===== src/rtl/mem_scan_pkg.sv =====
// mem_scan_pkg
//   Shared definitions for the register-file scan/display block:
//   - state_t   : scan FSM states (IDLE, REQ, WAIT, SHOW, DONE)
//   - SEG_BLANK : active-low pattern with every segment off
//   - HEX_GLYPH : active-low {g,f,e,d,c,b,a} glyphs for hex digits 0..F
package mem_scan_pkg;

   typedef enum logic [2:0] {
      IDLE = 3'd0,
      REQ  = 3'd1,
      WAIT = 3'd2,
      SHOW = 3'd3,
      DONE = 3'd4
   } state_t;

   localparam logic [6:0] SEG_BLANK = 7'b1111111;

   localparam logic [6:0] HEX_GLYPH [16] = '{
      7'b1000000,  // 0
      7'b1111001,  // 1
      7'b0100100,  // 2
      7'b0110000,  // 3
      7'b0011001,  // 4
      7'b0010010,  // 5
      7'b0000010,  // 6
      7'b1111000,  // 7
      7'b0000000,  // 8
      7'b0010000,  // 9
      7'b0001000,  // A
      7'b0000011,  // b
      7'b1000110,  // C
      7'b0100001,  // d
      7'b0000110,  // E
      7'b0001110   // F
   };

endpackage


===== src/rtl/hex_to_7seg.sv =====
// hex_to_7seg
//   Purely combinational nibble-to-glyph decoder for an active-low
//   seven-segment digit.
//   Ports:
//     nibble  in  4  hex value to show
//     blank   in  1  1 = all segments off regardless of nibble
//     seg     out 7  {g,f,e,d,c,b,a}, active-low
module hex_to_7seg
   import mem_scan_pkg::*;
(
   input  logic [3:0] nibble,
   input  logic       blank,
   output logic [6:0] seg
);

   assign seg = blank ? SEG_BLANK : HEX_GLYPH[nibble];

endmodule


===== src/rtl/mem_scan_display.sv =====
// mem_scan_display
//   On a start pulse, walks every register-file address, reads each byte and
//   shows it as two hex digits on a time-multiplexed 2-digit seven-segment
//   display. Values advance on a dwell timeout (auto_mode=1) or on a step
//   pulse (auto_mode=0).
//
//   Optional build macro MEM_SCAN_LOOP_EN: the scan wraps from the last
//   address back to 0 instead of finishing, and a start pulse while busy
//   ends the scan at the next advance point.
//
//   Ports:
//     clk         in   1       system clock
//     rst         in   1       synchronous active-high reset
//     start       in   1       single-cycle pulse, begins a scan
//     step        in   1       single-cycle pulse, advances in manual mode
//     auto_mode   in   1       1 = dwell-timed advance, 0 = step advance
//     rd_en       out  1       read strobe to register file
//     rd_addr     out  ADDR_W  read address
//     rd_data     in   8       read data
//     busy        out  1       high while a scan is in progress
//     done        out  1       one-cycle pulse when the scan ends
//     seg_Tg_out  out  1       digit select: 0 = low nibble, 1 = high nibble
//     seg         out  7       {g,f,e,d,c,b,a}, active-low
//
//   Read handshake: rd_en is a single-cycle strobe with rd_addr stable in
//   that cycle; the register file has no ready/stall, and rd_data is taken
//   as valid exactly RD_LAT cycles after the rd_en cycle, with no
//   acknowledge back.
module mem_scan_display
   import mem_scan_pkg::*;
#(
   parameter int ADDR_W      = 3,
   parameter int RD_LAT      = 1,
   parameter int DWELL_CYC   = 50000000,
   parameter int REFRESH_CYC = 100000
) (
   input  logic              clk,
   input  logic              rst,
   input  logic              start,
   input  logic              step,
   input  logic              auto_mode,
   output logic              rd_en,
   output logic [ADDR_W-1:0] rd_addr,
   input  logic [7:0]        rd_data,
   output logic              busy,
   output logic              done,
   output logic              seg_Tg_out,
   output logic [6:0]        seg
);

   localparam int WAIT_W  = 2;
   localparam int DWELL_W = $clog2(DWELL_CYC);
   localparam int REF_W   = (REFRESH_CYC > 1) ? $clog2(REFRESH_CYC) : 1;
   localparam logic [ADDR_W-1:0] ADDR_MAX = '1;

   state_t             state_q, state_d;
   logic [ADDR_W-1:0]  rd_addr_q;
   logic [WAIT_W-1:0]  wait_cnt_q;
   logic [DWELL_W-1:0] dwell_cnt_q;
   logic               dwell_hit_q;
   logic               auto_q;
   logic [7:0]         disp_q;
   logic               blank_q;
   logic [REF_W-1:0]   ref_cnt_q;
   logic               tg_q;
   logic [3:0]         nibble;

   logic capture;
   logic advance;
   logic end_scan;
   logic mode_chg;
   logic dwell_run;

`ifdef MEM_SCAN_LOOP_EN
   logic stop_q;  // a start arrived while busy: finish at next advance
`endif

   // ---------------------------------------------------------------
   // Next-state / output logic
   // ---------------------------------------------------------------
   always_comb begin
      state_d = state_q;
      rd_en   = 1'b0;
      busy    = 1'b0;
      done    = 1'b0;
      capture = 1'b0;
      // step and dwell expiry together still give a single advance
      advance = step | (dwell_hit_q & auto_mode);
`ifdef MEM_SCAN_LOOP_EN
      end_scan = stop_q | start;
`else
      end_scan = (rd_addr_q == ADDR_MAX);
`endif
      case (state_q)
         IDLE: begin
            if (start) state_d = REQ;
         end
         REQ: begin
            rd_en   = 1'b1;
            busy    = 1'b1;
            state_d = WAIT;
         end
         WAIT: begin
            busy = 1'b1;
            if (wait_cnt_q == WAIT_W'(RD_LAT - 1)) begin
               capture = 1'b1;
               state_d = SHOW;
            end
         end
         SHOW: begin
            busy = 1'b1;
            if (advance) state_d = end_scan ? DONE : REQ;
         end
         DONE: begin
            done    = 1'b1;
            state_d = IDLE;
         end
         default: state_d = IDLE;
      endcase
   end

   // Any change of auto_mode restarts the dwell period. The dwell counter
   // saturates at DWELL_CYC-1; reaching it arms dwell_hit_q, which the FSM
   // acts on in the following cycle.
   assign mode_chg  = auto_mode ^ auto_q;
   assign dwell_run = (state_q == SHOW) && (state_d == SHOW) && auto_mode && !mode_chg;

   // auto_mode history only feeds the change detector, so it needs no reset
   always_ff @(posedge clk) begin
      auto_q <= auto_mode;
   end

   always_ff @(posedge clk) begin
      if (rst) begin
         state_q     <= IDLE;
         rd_addr_q   <= '0;
         wait_cnt_q  <= '0;
         dwell_cnt_q <= '0;
         dwell_hit_q <= 1'b0;
         disp_q      <= 8'h00;
         blank_q     <= 1'b1;
         ref_cnt_q   <= '0;
         tg_q        <= 1'b0;
`ifdef MEM_SCAN_LOOP_EN
         stop_q      <= 1'b0;
`endif
      end else begin
         state_q <= state_d;

         if (state_q == SHOW && advance && !end_scan) begin
            rd_addr_q <= rd_addr_q + 1'b1;  // wraps to 0 in loop builds
         end else if (state_q == DONE) begin
            rd_addr_q <= '0;
         end

         if (state_q == WAIT) wait_cnt_q <= wait_cnt_q + 1'b1;
         else                 wait_cnt_q <= '0;

         if (dwell_run) begin
            if (dwell_cnt_q != DWELL_W'(DWELL_CYC - 1)) dwell_cnt_q <= dwell_cnt_q + 1'b1;
            dwell_hit_q <= (dwell_cnt_q == DWELL_W'(DWELL_CYC - 1));
         end else begin
            dwell_cnt_q <= '0;
            dwell_hit_q <= 1'b0;
         end

         if (capture) begin
            disp_q  <= rd_data;
            blank_q <= 1'b0;
         end

         // free-running digit multiplexer, independent of the scan
         if (ref_cnt_q == REF_W'(REFRESH_CYC - 1)) begin
            ref_cnt_q <= '0;
            tg_q      <= ~tg_q;
         end else begin
            ref_cnt_q <= ref_cnt_q + 1'b1;
         end

`ifdef MEM_SCAN_LOOP_EN
         if (state_q == IDLE || state_q == DONE) stop_q <= 1'b0;
         else if (start)                         stop_q <= 1'b1;
`endif
      end
   end

   assign rd_addr    = rd_addr_q;
   assign seg_Tg_out = tg_q;
   assign nibble     = tg_q ? disp_q[7:4] : disp_q[3:0];

   hex_to_7seg u_hex (
      .nibble (nibble),
      .blank  (blank_q),
      .seg    (seg)
   );

endmodule


===== config.mk =====
export PLATFORM = sky130hd
export DESIGN_NAME = mem_scan_display
export DESIGN_NICKNAME = d
export VERILOG_FILES = /design/src/rtl/mem_scan_pkg.sv /design/src/rtl/hex_to_7seg.sv /design/src/rtl/mem_scan_display.sv
export SDC_FILE = /design/constraint.sdc
export NUM_CORES = 1
export LEC_CHECK = 0
export BUFFER_PORTS_ARGS = -buffer_cell sky130_fd_sc_hd__buf_2
export CORE_MARGIN = 2
export CORE_UTILIZATION = 40
export CTS_CLUSTER_DIAMETER = 80
export CTS_CLUSTER_SIZE = 10
export DETAILED_ROUTE_END_ITERATION = 10
export PLACE_DENSITY_LB_ADDON = 0.25
export SYNTH_ARGS = -nofsm -noshare
export SYNTH_HDL_FRONTEND = slang
export SYNTH_SLANG_ARGS = --single-unit
export TNS_END_PERCENT = 100

===== constraint.sdc =====
create_clock -name clk -period 3.5 [get_ports clk]
set_input_delay 1.05 -clock clk [delete_from_list [all_inputs] [get_ports clk]]
set_output_delay 1.05 -clock clk [all_outputs]
set_load 0.03 [all_outputs]

==> results of run 1 <==
## cell families after synthesis
logic type,count (synthesis),synth area share
fa+ha+maj,11,0.0457
xor+xnor,32,0.0931
flops,63,0.419
buf+inv,21,0.0291
mux,7,0.0245
compound gates,43,0.0885
simple gates,183,0.300
## metrics by stage
stage          area (um2)  worst slack (ps)  hold slack (ps)  utilization  cells
2_1_floorplan        3010               333              433            -    360
3_3_place_gp         3220               545              449        0.444    473
3_5_place_dp         3220               450              447        0.444    473
4_1_cts              3400              60.4              462        0.469    489
5_1_grt              3400              7.52              479        0.469    489
6_report             3400               168              460        0.469    489
## metal layers
layer / global-route usage / wire [um]
met3: 0.0392 / 210
met4: 0.0720 / 107
met2: 0.216 / 2380
met5: 0 / 0
met1: 0.186 / 2890
## cell usage in the layout (no fill, tap or decap), types with 4 or more instances in the layout
cell type | netlist | layout
sky130_fd_sc_hd__dfxtp_1 | 63 | 63
sky130_fd_sc_hd__inv_6 | 0 | 4
sky130_fd_sc_hd__nand3_1 | 17 | 17
sky130_fd_sc_hd__buf_2 | 1 | 26
sky130_fd_sc_hd__a211o_1 | 5 | 5
sky130_fd_sc_hd__o21ai_0 | 8 | 8
sky130_fd_sc_hd__clkbuf_8 | 0 | 9
sky130_fd_sc_hd__inv_1 | 7 | 7
sky130_fd_sc_hd__and4_1 | 4 | 4
sky130_fd_sc_hd__xnor2_1 | 11 | 11
sky130_fd_sc_hd__ha_1 | 11 | 11
sky130_fd_sc_hd__nor4_1 | 7 | 7
sky130_fd_sc_hd__nand2_1 | 48 | 48
sky130_fd_sc_hd__and3_1 | 8 | 8
sky130_fd_sc_hd__nand4_1 | 9 | 9
sky130_fd_sc_hd__nor2_1 | 53 | 53
sky130_fd_sc_hd__a21oi_1 | 19 | 19
sky130_fd_sc_hd__xor2_1 | 21 | 21
sky130_fd_sc_hd__nor3_1 | 15 | 15
## flip-flops by register name, summed over array words and instances, names as in the netlist
signal and cells:
dwell_cnt_q 26, dwell_hit_q 1, ref_cnt_q 17, disp_q 8, seg_Tg_out 1, blank_q 1
auto_q 1, wait_cnt_q 2, rd_addr 3, state_q 3
## what timing repair did
action,4_1_cts,5_1_grt
resized for setup,0,1
buffers inserted,0,0
endpoints found under the setup margin,0,4
## power groups by stage
stage          Combinational (mW)  Clock (mW)  Sequential, mW
2_1_floorplan              0.0881           0           0.756
3_3_place_gp                0.113           0           0.761
3_5_place_dp                0.114           0           0.761
4_1_cts                     0.115       0.596           0.744
5_1_grt                     0.128       0.622           0.747
6_report                    0.114       0.570           0.744
## cell type report
class | count | area, um2
multi-input cells | 276 | 1670
fillers | 731 | 3850
clock buffers | 9 | 124
well taps | 99 | 124
repair buffers | 28 | 145
flip-flops and latches | 63 | 1260
clock inverters | 7 | 55.1
inverters | 7 | 26.3
## worst max-delay path: stages (launching register included)
cell and delay [ps]:
sky130_fd_sc_hd__dfxtp_1 520, sky130_fd_sc_hd__mux2i_2 390, sky130_fd_sc_hd__inv_1 150, sky130_fd_sc_hd__ha_1 250, sky130_fd_sc_hd__nor2_1 110, sky130_fd_sc_hd__a21oi_1 50, sky130_fd_sc_hd__a211o_1 290, sky130_fd_sc_hd__buf_2 180
## worst paths after layout
check                     to  cells after the start  slack (ps)
min reg2reg        disp_q[7]                      2         460
min                disp_q[7]                      2         460
max                   seg[3]                      7         170
max reg2reg  dwell_cnt_q[16]                      6        1270
==> flow_results.org, run 1 <==
** Die
- Die width :: 90.8 um
- Cell row count :: 31
- Initial Utilization :: 0.415
- The floorplan step defined a core boundary enclosing 0.00725 mm2.
- Die Outline Area :: about 0.0082 mm2
- The die is 90.8 um tall.
- In this run the count of I/O pins placed on the die edge is 27.

** Clock tree
- Clock edge transition at the registers on the reported setup and hold paths :: around 70 ps
- The later pin in the worst-skew pair is clocked with a latency of roughly 340 ps.
- Number of sinks driven by the clock tree :: 63
- Number of H-tree levels :: 3
- TritonCTS built the clock tree.
- CTS Buf Count :: 9
- In this run, post-CTS hold repair placed 0 buffers.
- Master cell of the clock root buffer :: sky130_fd_sc_hd__clkbuf_8
- The longest clock path from root to sink contains 2 buffers.

** Critical path
- Crit Path Category :: flip-flop to output pin
- Required @ worst endpoint :: between 2000 and 2500 ps
- Crit path from :: seg_Tg_out
- Critical Path End Type :: output pin
- Launch instance of the worst register-to-register path :: dwell_cnt_q[0]
- Kind of start point of the critical path :: flip-flop
- In this run the worst path has a maximum fanout of 7.
- CP arrival :: 2280 ps

** Timing
- Dividing the final minimum period by the clock period gives 0.952.
- Peak Freq :: 300 MHz
- In this run the tightest slew margin relative to its limit is 0.553.
- Least-Margin Pin Slew :: 665 ps
- The max-slew violation count was 0.
- The clock period could shrink to roughly 3300 ps.
- Setup-violating endpoint count in the final report :: 0
- RSZ-0062 raised after global routing :: no
- The hold violation total from the final report came to 0.
- Clk_skew :: approximately 8.2 ps
- Fin Setup TNS :: 0 ps

** Synth
- Flops & latches, synth :: 63
- Cell area after technology mapping :: between 0.003 and 0.004 mm2
- Unique cell type count in the Yosys netlist :: 46
- Most numerous cell types in the synthesized netlist :: sky130_fd_sc_hd__dfxtp_1, sky130_fd_sc_hd__nor2_1, sky130_fd_sc_hd__nand2_1, sky130_fd_sc_hd__xor2_1, sky130_fd_sc_hd__a21oi_1
- Post-Syn Instances :: 360
- Of the post-synthesis cell area, the dominant cell type holds 0.419.
- Top FF cell, synth :: sky130_fd_sc_hd__dfxtp_1
- In the synthesized netlist the async set-or-reset flop fraction comes to 0.
- The most common cell in the synthesized netlist is sky130_fd_sc_hd__dfxtp_1.
- A synthesized cell averages 8.37 um2.
- Post-synthesis cell type with the largest combined area :: sky130_fd_sc_hd__dfxtp_1
- The number of nets handed over by synthesis was between 300 and 400.
- Ranked by total cell area, the synthesized netlist is headed by sky130_fd_sc_hd__dfxtp_1, sky130_fd_sc_hd__nor2_1, sky130_fd_sc_hd__xor2_1.
- Count of synthesis-stage warnings from yosys :: 0
- In this run, synthesis inferred 0 flip-flops with an integrated enable.
- Of the synthesized area, sequential elements account for 0.419.

** Pwr
- Total net switching power :: 0.392 mW
- VDD sags by at most 0.211 mV.
- In this run the static leakage power is 1.22 nW.
- The share of total power dissipated in combinational logic is 0.080.
- Sw frac :: 0.274
- The design draws 1.43 mW.
- Of the total power, registers draw 0.521.
- Proportion of power drawn by the clock network :: 0.399
- Dividing total power by cell area gives a power density of 420 mW/mm2.
- Internal power comes to 1.04 mW.

** Hold path
- Hold Path Class :: flip-flop to flip-flop
- Hold_sp :: disp_q[7]

** Job
- Max-cap violations in this run came to 0.

** Route
- Number of vias in the routed layout :: 2454
- Dividing the detail-routed via count by the number of cells gives 5.02.
- Remaining number of nets flagged by the antenna check after routing :: 0
- After detailed routing, the number of remaining DRC violations is 0.
- Final WL :: 5580 um
- DRT iter0 DRCs :: 69
- Routed length per instance :: between 10 and 15 um
- The pre-antenna-repair detailed-routing pass consisted of 4 iterations.

** Global route
- Via count of the first global-routing pass :: 2154
- Global-route usage over all layers :: 0.143
- Entering global routing, the biggest net connects 23 pins.
- Global-route wire length before repair :: 9670 um
- The total overflow left after global routing is 0.
- Initial antenna violation count :: 0

** Placed design
- Port buffering added 26 buffers.
- Routability congestion estimate :: 0.813
- Hpwl dp :: 3980 um

** Finish
- Of the cells placed in the final design, the portion with a size suffix greater than 1 is 0.146.
- After the last flow step, the layout net total stands at 409.
- # diodes :: 0
- Area growth from synthesis to layout :: 13.0%

** Status
- The run finished with clean final reports.
Power figures use the tool's default switching activity.
==> inputs of run 2 (changes only) <==
--- a/config.mk
+++ b/config.mk
@@ -7,11 +7,12 @@
 export LEC_CHECK = 0
 export BUFFER_PORTS_ARGS = -buffer_cell sky130_fd_sc_hd__buf_2
 export CORE_MARGIN = 2
-export CORE_UTILIZATION = 40
+export CORE_UTILIZATION = 43
 export CTS_CLUSTER_DIAMETER = 80
 export CTS_CLUSTER_SIZE = 10
 export DETAILED_ROUTE_END_ITERATION = 10
 export PLACE_DENSITY_LB_ADDON = 0.25
+export REMOVE_ABC_BUFFERS = 1
 export SYNTH_ARGS = -nofsm -noshare
 export SYNTH_HDL_FRONTEND = slang
 export SYNTH_SLANG_ARGS = --single-unit
==> flow_results.org, run 2 (synthesized netlist as in run 1, its figures left out) <==
** Die
- Die width :: 87.7 um
- The die is between 80 and 90 um tall.
- The core region is 0.00679 mm2.
- The floorplan step defined a die boundary enclosing 0.00769 mm2.
- Pin placement for this block handled 27 I/O pins.
- The initialized floorplan defines 30 standard-cell rows.
- For this configuration, the core starts out at a cell density of 0.443.

** Timing
- Count of pins over their slew limit :: 0
- Clock skew on the completed layout was measured at ~9 ps.
- Fin Setup TNS :: 0 ps
- Least-Margin Pin Slew :: roughly 620 ps
- Peak Freq :: 303 MHz
- Minimum clock period :: approximately 3300 ps
- Setup violations remaining at the end of the flow were counted as 0.
- RSZ-0062 raised after global routing :: no
- Period utilization :: 0.943
- Final Hold Violating Endpoints :: 0
- Slew headroom :: 0.581

** Placed design
- Once placement finished, the instance area stood at approximately 0.0032 mm2.
- Quantity of I/O buffers inserted on ports :: 26
- Hpwl dp :: 4000 um
- Routability congestion estimate :: just over 0.8
- Number of placed instances with taps included :: 470

** Clock tree
- TritonCTS created 9 clock buffers.
- TritonCTS clock tree :: built
- For the worst-skew pair, the clock arrives at the later sink with an insertion delay of approximately 330 ps.
- The longest clock path from root to sink contains 2 buffers.
- Number of H-tree levels :: 3
- The tree is rooted in a sky130_fd_sc_hd__clkbuf_8.
- Number of sinks driven by the clock tree :: 63
- Post-CTS timing repair inserted 0 buffers for setup.
- Clock edge transition at the registers on the reported setup and hold paths :: around 70 ps

** Global route
- The initial antenna violation count came to 0.
- Global-route wire length before repair :: roughly 9600 um
- Leftover overflow at the end of global routing :: 0
- In the global route stage, overall resource usage came out at 0.156.
- Entering global routing, the biggest net connects 28 pins.
- The number of global-route vias before repair is 2202.

** Pwr
- Internal power comes to 1.10 mW.
- Total power of the final layout :: 1.45 mW
- Proportion of power drawn by the clock network :: 0.407
- Of the total power, the share spent switching nets is 0.245.
- Maximum resistive drop on vdd :: 0.226 mV
- Share of power burned in combinational logic :: 0.080
- In this run the power spent charging and discharging nets is 0.356 mW.
- Pleak :: approximately 1.2 nW
- Power density relative to cell area :: about 430 mW/mm2
- The share of total power dissipated in sequential elements is 0.513.

** Finish
- Of the cells placed in the final design, the portion with a size suffix greater than 1 is 0.139.
- The finished cells cover between 0.003 and 0.004 mm2.
- Register containing the most flip-flops in the final layout :: dwell_cnt_q
- Non-filler instance count after layout :: 485
- The repair_antennas step left the layout with diodes totalling 0.
- Registers with the most flip-flops :: dwell_cnt_q: 26 flops, ref_cnt_q: 17 flops, disp_q: 8 flops
- Relative to the synthesized area, the layout overhead comes to 12.8%.
- The library cell used most frequently in the layout, excluding fill and tap cells, is sky130_fd_sc_hd__dfxtp_1.
- Commonest cells after routing, fill and taps aside :: sky130_fd_sc_hd__dfxtp_1, sky130_fd_sc_hd__nor2_1, sky130_fd_sc_hd__nand2_1
- The filler cells instantiated in the layout total 691.
- After the last flow step, the layout net total stands at 409.
- Max FFs per register :: 26

** Route
- After detailed routing, the average wire length per cell comes to 11.8 um.
- Remaining number of nets flagged by the antenna check after routing :: 0
- Final WL :: 5710 um
- Using the TritonRoute via totals, the vias-per-cell ratio works out to 5.15.
- Before antenna repair, the detailed router went through 4 iterations.
- After detailed routing, the number of remaining DRC violations is 0.
- Number of vias in the routed layout :: 2496
- The detailed router finished its first iteration with 110 violations.

** Critical path
- Data on the critical path arrives at its endpoint at 2250 ps.
- STA puts the critical path data required time at 2450 ps.
- Of all nets on the critical path, the largest fanout is 7.
- Critical Path End Type :: output pin
- The worst setup path is launched from a flip-flop.
- The worst setup path is of the flip-flop to output pin kind.

** Hold path
- The tightest min-delay check is of the flip-flop to flip-flop type.

** Status
- Result of the run :: finished, final reports clean

** Job
- Max Cap Viol :: 0
## run 2: changes by cell type in the layout (fill, tap and decap cells not counted), sizes merged
| cell | previous run | this run |
|---|---|---|
| bufinv | 0 | 1 |
| clkinv | 1 | 2 |
| clkbuf | 9 | 11 |
| clkinvlp | 2 | 1 |
| inv | 11 | 7 |
## run 2: worst max-delay path, cell delays in order (launching register included)
cell and delay (ps):
sky130_fd_sc_hd__dfxtp_1 520, sky130_fd_sc_hd__mux2i_2 380, sky130_fd_sc_hd__inv_1 150, sky130_fd_sc_hd__ha_1 250, sky130_fd_sc_hd__nor2_1 110, sky130_fd_sc_hd__a21oi_1 50, sky130_fd_sc_hd__a211o_1 290, sky130_fd_sc_hd__buf_2 180
## run 2: repair_timing
action,CTS,global route
resized for setup,0,1
hold buffers,0,0
endpoints found under the setup margin,0,4
## run 2: final cells by class
cell class,instances,area [um2],share of cell area
repair buffers,28,145,0.0427
flip-flops and latches,63,1260,0.371
inverters,7,26.3,0.00773
clock inverters,4,47.5,0.0140
well taps,96,120,0.0353
clock buffers,11,131,0.0387
multi-input cells,276,1670,0.490
## run 2: routing by layer
metal | wire [um] | vias to the layer above | global-route usage | share of wire
met5 | 0 | - | 0 | 0
met4 | 105 | 0 | 0.0727 | 0.018
met3 | 187 | 9 | 0.0396 | 0.033
met2 | 2620 | 31 | 0.259 | 0.46
met1 | 2800 | 1156 | 0.190 | 0.49
li1 | - | 1300 | - | -
## run 2: final timing paths
path,startpoint,end,slack [ps],depth (start not counted)
setup / recovery,seg_Tg_out,seg[3],200,7
setup reg to reg,dwell_cnt_q[8],dwell_cnt_q[1],1310,5
hold / removal,disp_q[4],disp_q[4],460,2
hold reg to reg,disp_q[4],disp_q[4],460,2
## run 2: per-stage QoR
stage / hold WS [ps] / setup slack (ps) / util
floorplan: 427 / 447 / -
global placement: 444 / 553 / 0.473
detailed placement: 451 / 462 / 0.473
CTS: 461 / 83.6 / 0.500
global route: 488 / 37.9 / 0.500
finish: 460 / 200 / 0.500
## run 2: power by group through the flow
stage | Combinational (mW) | Clock (mW) | Sequential (mW)
detailed placement | 0.116 | 0 | 0.761
floorplan | 0.0811 | 0 | 0.758
global placement | 0.114 | 0 | 0.760
global route | 0.128 | 0.640 | 0.746
CTS | 0.116 | 0.615 | 0.744
finish | 0.115 | 0.591 | 0.745
==> inputs of run 3 (changes only) <==
--- a/config.mk
+++ b/config.mk
@@ -7,7 +7,7 @@
 export LEC_CHECK = 0
 export BUFFER_PORTS_ARGS = -buffer_cell sky130_fd_sc_hd__buf_2
 export CORE_MARGIN = 2
-export CORE_UTILIZATION = 43
+export CORE_UTILIZATION = 50
 export CTS_CLUSTER_DIAMETER = 80
 export CTS_CLUSTER_SIZE = 10
 export DETAILED_ROUTE_END_ITERATION = 10
==> flow_results.org, run 3 (synthesized netlist as in run 1, its figures left out) <==
** Hold path
- The worst hold path passes through 2 cells.
- Hold_sp :: disp_q[7]
- Hold Path Class :: flip-flop to flip-flop

** Route
- The first routing iteration left 75 violations.
- Final WL :: 5600 um
- For this run, the detailed router's first-pass iteration total came to 4.
- Detail-routed via count per cell :: 5.27
- Remaining number of nets flagged by the antenna check after routing :: 0
- Across all layers, the routed design uses around 2500 vias.
- Routed length per instance :: 12.0 um
- DRC violations left :: 0

** Clock tree
- Worst-skew pair later-pin latency :: ~340 ps
- CTS Buf Count :: 9
- Buffers added to address setup during post-CTS repair amount to 0.
- The longest clock path from root to sink contains 2 buffers.
- The H-tree generated during clock tree synthesis spans 3 levels.
- CTS saw between 60 and 70 sinks.
- Clock edge transition at the registers on the reported setup and hold paths :: 70 ps
- TritonCTS built the clock tree.
- The root buffer cell chosen for the clock tree is sky130_fd_sc_hd__clkbuf_8.

** Placed design
- Detailed placement finished with a half-perimeter wire length of 4050 um.
- Total placed instance area :: 0.00320 mm2
- Timing analysis after detailed placement gives a worst setup slack of 449 ps.
- The count of buffers added on input and output ports is 26.
- At the end of routability-driven placement, the weighted congestion stood at 0.790.
- Number of placed instances with taps included :: 451

** Global route
- For this run the aggregate overflow at the end of global routing stands at 0.
- Global-route usage over all layers :: 0.188
- Entering global routing, the biggest net connects 19 pins.
- Global-route wire length before repair :: 9640 um
- Via count of the first global-routing pass :: 2240
- The initial antenna violation count came to 0.

** Pwr
- Of the total power, combinational logic draws 0.077.
- Internal cell power :: 1.14 mW
- Reg power frac :: 0.494
- In this run the power density over the cells is 441 mW/mm2.
- Pleak :: 1.24 nW
- Summed over all nets, the switching power comes to 0.368 mW.
- Sw frac :: 0.244
- Proportion of power drawn by the clock network :: 0.429
- Maximum resistive drop on vdd :: 0.275 mV
- Total power of the final layout :: 1.51 mW

** Timing
- Across the routed clock network, the largest skew measured is 5.68 ps.
- Across all setup checks in the final design, the least slack found is 189 ps.
- Setup violations remaining at the end of the flow were counted as 0.
- Setup repair after global routing left no endpoint under its margin.
- Minimum clock period :: approximately 3300 ps
- At the pin with the least slew margin, the transition time is roughly 640 ps.
- Across all hold checks on the routed design, the worst slack comes to 459 ps.
- In the finished design, the share of the clock period the worst path needs comes to 0.946.
- The max-slew violation count is 0.
- After routing, the total negative slack on setup checks comes to 0 ps.
- Final Hold Violating Endpoints :: 0
- Peak Freq :: 302 MHz
- Slew headroom :: 0.571

** Die
- Initial Utilization :: 0.512
- Die H :: 81.6 um
- Measured along the x axis, the die boundary spans 81.6 um.
- Row generation in the floorplan step produced 28 rows.
- Area of the core region :: about 0.0059 mm2
- I/O pin total :: 27
- The floorplan step defined a die boundary enclosing 0.00666 mm2.

** Finish
- Max FFs per register :: 26
- Final std cell area, no fill :: between 0.003 and 0.004 mm2
- The largest registers in the layout are dwell_cnt_q: 26 flops, ref_cnt_q: 17 flops, disp_q: 8 flops.
- Net total in the final layout :: 411
- # diodes :: 0
- Leading cell type in the layout, fill and taps excluded :: sky130_fd_sc_hd__dfxtp_1
- In the final layout, the share of cells above drive strength 1 is 0.151.
- Non-filler instance count after layout :: between 400 and 500
- From synthesis to final layout, the design area changed by 13.4%.
- After filler insertion, the fill cell instance count of the layout stands at 571.
- Measured on the finished design, the core utilization comes to 0.580.
- Register containing the most flip-flops in the final layout :: dwell_cnt_q
- Commonest cells after routing, fill and taps aside :: sky130_fd_sc_hd__dfxtp_1, sky130_fd_sc_hd__nor2_1, sky130_fd_sc_hd__nand2_1

** Critical path
- Largest fanout on the critical path :: 7
- Crit path from :: seg_Tg_out
- Crit Path Category :: flip-flop to output pin
- Critical Path End Type :: output pin
- STA classifies the critical path startpoint as a flip-flop.
- Required @ worst endpoint :: 2450 ps
- For the worst setup path, the data arrival time is 2260 ps.
- In this run the critical register-to-register path is launched from dwell_cnt_q[8].
- Worst Reg-to-Reg Cells :: 5

** Status
- The run finished with clean final reports.

** Job
- Max Cap Viol :: 0
==> run 3: cell count changes in the layout (fill, tap and decap cells not counted) <==
cell / delta
sky130_fd_sc_hd__buf_4: +2
sky130_fd_sc_hd__clkbuf_1: -2
sky130_fd_sc_hd__clkbuf_8: +2
sky130_fd_sc_hd__clkinv_4: +1
==> run 3: power groups by stage <==
stage	combinational [mW]	sequential, mW	clock (mW)
detailed placement	0.116	0.761	0
global route	0.130	0.746	0.697
finish	0.115	0.745	0.647
floorplan	0.0811	0.758	0
CTS	0.116	0.744	0.672
global placement	0.114	0.761	0
==> run 3: layout make-up <==
| cell class | count | area, um2 | share of cell area |
|---|---|---|---|
| multi-input combinational | 276 | 1670 | 0.488 |
| sequential | 63 | 1260 | 0.369 |
| tap | 75 | 93.8 | 0.0275 |
| clock inverter | 5 | 56.3 | 0.0165 |
| inverter | 7 | 26.3 | 0.00769 |
| timing repair buffer | 30 | 160 | 0.0469 |
| clock buffer | 11 | 151 | 0.0443 |
==> run 3: worst max-delay path, cell delays in order (launching register included) <==
cell	delay, ps
sky130_fd_sc_hd__dfxtp_1	520
sky130_fd_sc_hd__mux2i_2	380
sky130_fd_sc_hd__inv_1	150
sky130_fd_sc_hd__ha_1	250
sky130_fd_sc_hd__nor2_1	110
sky130_fd_sc_hd__a21oi_1	50
sky130_fd_sc_hd__a211o_1	280
sky130_fd_sc_hd__buf_2	170
==> run 3: final timing paths <==
kind	to	slack [ps]
setup / recovery	seg[3]	190
hold reg to reg	disp_q[7]	460
setup reg to reg	dwell_cnt_q[7]	1330
hold / removal	disp_q[7]	460
==> run 3: per-layer routing <==
metal / vias to the layer above / GRT usage / wire length (um)
met5: - / 0 / 0
met1: 1122 / 0.209 / 2580
met2: 24 / 0.331 / 2730
li1: 1305 / - / -
met4: 0 / 0.0800 / 96
met3: 11 / 0.0571 / 192
==> run 3: what timing repair did <==
action | 4_1_cts | 5_1_grt
hold buffers | 0 | 0
setup endpoints to repair | 0 | 4
resized for setup | 0 | 1
